--- src/rtl/kernel_launch_queue.sv ---
// Kernel launch scheduler: buffers host descriptors in a small FIFO and walks each one
// through the dispatch unit (reset, start, wait for done, retire), with an abort/flush path.
module kernel_launch_queue #(
  parameter int QUEUE_DEPTH  = 4,
  parameter int TC_WIDTH     = 16,
  parameter int PC_WIDTH     = 8,
  parameter int RESET_CYCLES = 2
) (
  input  logic                             clk,
  input  logic                             reset_n,
  input  logic                             push_valid,
  output logic                             push_ready,
  input  logic [TC_WIDTH-1:0]              push_thread_count,
  input  logic [PC_WIDTH-1:0]              push_base_pc,
  input  logic                             abort,
  output logic                             dispatch_reset,
  output logic                             dispatch_start,
  output logic [TC_WIDTH-1:0]              dispatch_thread_count,
  output logic [PC_WIDTH-1:0]              dispatch_base_pc,
  input  logic                             dispatch_done,
  output logic                             kernel_done,
  output logic [7:0]                       kernels_retired,
  output logic [$clog2(QUEUE_DEPTH):0]     queue_count,
  output logic                             busy,
  output logic [1:0]                       fsm_state
);

  localparam int AW  = $clog2(QUEUE_DEPTH);
  localparam int CW  = AW + 1;
  localparam int RCW = (RESET_CYCLES > 1) ? $clog2(RESET_CYCLES) : 1;
  localparam logic [RCW-1:0] RST_LAST = RCW'(RESET_CYCLES - 1);

  typedef enum logic [1:0] {
    S_IDLE   = 2'd0,
    S_RST    = 2'd1,
    S_RUN    = 2'd2,
    S_RETIRE = 2'd3
  } state_t;

  state_t             state, state_next;
  logic [RCW-1:0]     rst_cnt, rst_cnt_next;
  logic [AW-1:0]      wr_ptr, rd_ptr;
  logic [CW-1:0]      count;
  logic               full, do_push, do_pop;
  logic [TC_WIDTH-1:0] tc_mem [QUEUE_DEPTH];
  logic [PC_WIDTH-1:0] pc_mem [QUEUE_DEPTH];

  // Host handshake: a descriptor transfers on a rising clk edge where push_valid && push_ready;
  // the host holds fields stable while valid is high and not yet accepted. abort drops ready.
  assign full       = (count == CW'(QUEUE_DEPTH));
  assign push_ready = !full && !abort;
  assign do_push    = push_valid && push_ready;

  assign queue_count = count;
  assign busy        = (state != S_IDLE) || (count != '0);
  assign fsm_state   = state;

  always_comb begin
    state_next   = state;
    rst_cnt_next = rst_cnt;
    do_pop       = 1'b0;
    if (abort) begin
      state_next   = S_IDLE;
      rst_cnt_next = '0;
    end else begin
      case (state)
        S_IDLE: begin
          if (count != '0) begin
            do_pop       = 1'b1;
            rst_cnt_next = '0;
            // A zero-thread kernel has nothing to run, so it retires without a start.
            state_next   = (tc_mem[rd_ptr] == '0) ? S_RETIRE : S_RST;
          end
        end
        S_RST: begin
          if (rst_cnt == RST_LAST) begin
            state_next   = S_RUN;
            rst_cnt_next = '0;
          end else begin
            rst_cnt_next = rst_cnt + RCW'(1);
          end
        end
        S_RUN: begin
          if (dispatch_done) state_next = S_RETIRE;
        end
        S_RETIRE: state_next = S_IDLE;
        default:  state_next = S_IDLE;
      endcase
    end
  end

  always_ff @(posedge clk) begin
    if (do_push) begin
      tc_mem[wr_ptr] <= push_thread_count;
      pc_mem[wr_ptr] <= push_base_pc;
    end
  end

  // Dispatch controls are registered from the next state so they line up with the state.
  always_ff @(posedge clk or negedge reset_n) begin
    if (!reset_n) begin
      state                 <= S_IDLE;
      rst_cnt               <= '0;
      wr_ptr                <= '0;
      rd_ptr                <= '0;
      count                 <= '0;
      dispatch_reset        <= 1'b1;
      dispatch_start        <= 1'b0;
      dispatch_thread_count <= '0;
      dispatch_base_pc      <= '0;
      kernel_done           <= 1'b0;
      kernels_retired       <= '0;
    end else begin
      state          <= state_next;
      rst_cnt        <= rst_cnt_next;
      dispatch_reset <= (state_next != S_RUN);
      dispatch_start <= (state_next == S_RUN);
      kernel_done    <= (state_next == S_RETIRE);
      if (state_next == S_RETIRE) kernels_retired <= kernels_retired + 8'd1;
      if (do_pop) begin
        dispatch_thread_count <= tc_mem[rd_ptr];
        dispatch_base_pc      <= pc_mem[rd_ptr];
      end
      if (abort) begin
        wr_ptr <= '0;
        rd_ptr <= '0;
        count  <= '0;
      end else begin
        if (do_push) wr_ptr <= wr_ptr + AW'(1);
        if (do_pop)  rd_ptr <= rd_ptr + AW'(1);
        case ({do_push, do_pop})
          2'b10:   count <= count + CW'(1);
          2'b01:   count <= count - CW'(1);
          default: count <= count;
        endcase
      end
    end
  end

endmodule
--- config.mk ---
export PLATFORM = sky130hd
export DESIGN_NAME = kernel_launch_queue
export DESIGN_NICKNAME = d
export VERILOG_FILES = /design/src/rtl/kernel_launch_queue.sv
export SDC_FILE = /design/constraint.sdc
export NUM_CORES = 1
export LEC_CHECK = 0
export CAP_MARGIN = 20
export CORE_AREA = 4 4 116 118
export DETAILED_ROUTE_END_ITERATION = 7
export DIE_AREA = 0 0 120 122
export GPL_TIMING_DRIVEN = 1
export PLACE_DENSITY = 0.65
export SYNTH_ARGS = -nofsm -noshare
export SYNTH_HDL_FRONTEND = slang
export SYNTH_SLANG_ARGS = --single-unit
--- constraint.sdc ---
create_clock -name clk -period 3.5 [get_ports clk]
set_clock_uncertainty 0.2 [all_clocks]
set_input_delay 0.35 -clock clk [delete_from_list [all_inputs] [get_ports clk]]
set_output_delay 0.35 -clock clk [all_outputs]
set_load 0.005 [all_outputs]
==> results.sh <==
export IMPL_status="completed"
export IMPL_drt_iter0_drc=212
export IMPL_crit_path_start_kind="flop"
export IMPL_cts_tree="done"
export IMPL_fin_ws_ns=0.587
export IMPL_chipWidth_um=120
export IMPL_antenna_left=0
export IMPL_setup_viol=0
export IMPL_synthAdderAreaFrac_pct=1.50
export IMPL_async_reset_ff_share_pct=31.9
export IMPL_p_leak_nw=2.55
export IMPL_cts_root_buf="clkbuf_16"
export IMPL_period_needed_ns=2.91
export IMPL_drt_first_pass_iters=4
export IMPL_grt_pass1_wl_um=16300
export IMPL_dp_hpwl_um=6720
export IMPL_synth_top_family_by_area="multiplexers"
export IMPL_final_max_slew_viol_count=0
export IMPL_worst_pin_slew_ns=0.878
export IMPL_gr_usage_all_layers_pct=15.0
export IMPL_clock_latency_ns=0.41
export IMPL_yosysUniqueCellTypes=40
export IMPL_fin_crit_sh_pct=83.2
export IMPL_cp_max_fo=18
export IMPL_vias=2875
export IMPL_layout_nets=419
export IMPL_syn_area_mm2=0.00551
export IMPL_postSynthCellCount=293
export IMPL_wire_per_inst_um=17.8
export IMPL_drv_cap=0
export IMPL_max_slew_margin_pct=41.0
export IMPL_layout_drive_gt1_share_pct=25.2
export IMPL_synth_compound_area_share_pct=2.23
export IMPL_cts_sinks=141
export IMPL_syn_nets=328
export IMPL_synth_xor_area_share_pct=1.91
export IMPL_h_tree_depth=4
export IMPL_synth_simple_area_share_pct=4.50
export IMPL_rows=41
export IMPL_clk_pin_slew_worst_paths_ns=0.06
export IMPL_cts_buffer_depth=2
export IMPL_areaGrowthSynthToFinish_pct=28.9
export IMPL_rsz0062_at_grt="no"
export IMPL_hold_viol_final=0
export IMPL_ys_seq_elements=141
export IMPL_start_util_pct=44.2
export IMPL_ys_warn_count=0
export IMPL_ir_drop_mv=0.349
export IMPL_syn_avg_cell_area_um2=18.8
export IMPL_cp_cell_sequence="buf_12, mux4_1, nor4_1, nand3_1, nor4_4, buf_4, o2111ai_1, xnor2_1"
export IMPL_drc=0
export IMPL_power_density_mw_per_mm2=763
export IMPL_fillers=963
export IMPL_drt_wl_total_um=10100
export IMPL_diodes=0
export IMPL_die_area_mm2=0.0146
export IMPL_seq_area_frac_synth_pct=72.8
export IMPL_grt_pass1_vias=3034
export IMPL_globalRouteOverflowTotal=0
export IMPL_synth_edf_count=96
export IMPL_ios=71
export IMPL_cp_num_buf_inv=2
export IMPL_path_delay_family="simple AND/OR/NAND/NOR gates"
export IMPL_post_cts_buffers=0
export IMPL_crit_path_end_kind="flop"
export IMPL_dpl_worst_slack_ns=0.533
export IMPL_synth_main_ff_cell="edfxtp_1"
export IMPL_required_ns=3.59
export IMPL_utilization_pct=57.0
export IMPL_max_freq_mhz=343
export IMPL_critPathMaxStageDelay_ns=0.59
export IMPL_fp_dieH_um=122
export IMPL_hp_class="in -> async"
export IMPL_fin_setup_tns_ns=0
export IMPL_routabilityCongestion=0.741
export IMPL_antenna_found_initial=0
export IMPL_coreArea_mm2=0.0125
export IMPL_crit_type="reg -> reg"
export IMPL_grt_max_degree=27
export IMPL_muxShareOfSynthArea_pct=15.6
export IMPL_slowest_stage="mux4_1"
export IMPL_cts_buffers=17
export IMPL_viasPerCell=5.05
export IMPL_io_buffers=70
export IMPL_critPathArrivalTime_ns=3.00
-- metal layers --
layer  GRT usage [%]  wire length [µm]  up-vias  share of wire [%]
met5               0                 0        -                  0
met4            6.44               117        0                1.2
met3            4.18               392       11                3.9
met2            25.1              5360       60                 53
met1            18.4              4250     1471                 42
li1                -                 -     1333                  -
-- sequential cells by signal (all words and copies together), names as in the netlist, 3 cells and up --
name / cells
pc_mem: 32
dispatch_base_pc: 8
dispatch_thread_count: 16
queue_count: 3
tc_mem: 64
kernels_retired: 8
-- area by class of cell --
type / instances / area, µm² / share of cell area [%]
flip-flops and latches: 141 / 4010 / 56.5
multi-input cells: 133 / 1420 / 20.0
repair buffers: 86 / 843 / 11.9
clock buffers: 19 / 433 / 6.09
well taps: 172 / 215 / 3.03
clock inverters: 13 / 163 / 2.29
inverters: 5 / 18.8 / 0.264
-- cell usage after synthesis (all sizes together), types with 2 or more instances --
master | instances | area share [%]
o2111ai | 2 | 0.32
nor4 | 3 | 0.61
a21oi | 4 | 0.36
mux2 | 26 | 5.4
inv | 5 | 0.34
ha | 5 | 1.1
and2 | 5 | 0.57
o21ai | 3 | 0.34
mux4 | 24 | 10
nand3 | 3 | 0.27
xor2 | 4 | 0.64
clkbuf | 10 | 0.68
or3 | 3 | 0.34
a211oi | 2 | 0.27
edfxtp | 96 | 52
nand2 | 7 | 0.48
o211ai | 4 | 0.55
buf | 4 | 0.48
nor2 | 14 | 0.95
nor3 | 4 | 0.36
xnor2 | 8 | 1.3
dfrtp | 44 | 20
and3 | 2 | 0.23
-- metrics by stage --
step / hold WS (ns) / power (mW) / cell area, µm² / std cells
detailed placement: 0.153 / 3.69 / 6500 / 536
global placement: 0.149 / 3.66 / 6500 / 536
finish: 0.240 / 5.42 / 7100 / 569
floorplan: -0.146 / 3.02 / 5510 / 293
global route: 0.287 / 5.72 / 7100 / 569
CTS: 0.249 / 5.50 / 7100 / 569
-- worst paths after layout --
kind | from | slack [ns] | depth (start not counted) | end
setup / recovery | rd_ptr[0] | 0.59 | 8 | kernels_retired[6]
hold / removal | reset_n | 0.24 | 2 | fsm_state[0]
setup reg to reg | rd_ptr[0] | 0.59 | 8 | kernels_retired[6]
hold reg to reg | kernels_retired[7] | 0.27 | 1 | kernels_retired[7]
max in group asynchronous | reset_n | 2.11 | 3 | dispatch_base_pc[3]
min in group clk | kernels_retired[7] | 0.27 | 1 | kernels_retired[7]
-- power breakdown --
group | leakage, nW | total [mW] | switching, mW | internal [mW]
registers | 1.43 | 2.27 | 0.201 | 2.07
clock network | 0.284 | 1.79 | 0.664 | 1.12
logic | 0.834 | 1.36 | 0.536 | 0.826
-- logic make-up after synthesis --
family,after synthesis
fa+ha+maj,6
compound gates,18
xor+xnor,12
buf+inv,19
mux,51
flops,141
simple gates,46
-- worst reg2reg max path, delay by kind of cell (launching register included) --
kind                      cells  cell delay (ns)
AOI/OAI and AO/OA             1             0.14
xor gates and xnor gates      1             0.18
buffers and inverters         2             0.45
DFF                           1             0.56
muxes                         1             0.59
and+or+nand+nor               3             0.69
-- cells in the final DEF, fill, tap and decap left out, types with 5 or more instances in the layout --
master           Yosys  final
clkdlybuf4s50_1      0     69
ha_1                 5      5
and2_1               5      5
edfxtp_1            96     96
mux2_2              25     25
buf_4                1     13
xnor2_1              8      8
dfrtp_1             44     43
nor2_1              14     13
nand2_1              7      7
mux4_2              21     21
clkbuf_16            0     17
inv_1                5      5
-- what timing repair did --
item	CTS	global route
resized for setup	0	0
hold buffers	1	0
hold endpoints to repair	18	0
Power figures use the tool's default switching activity.
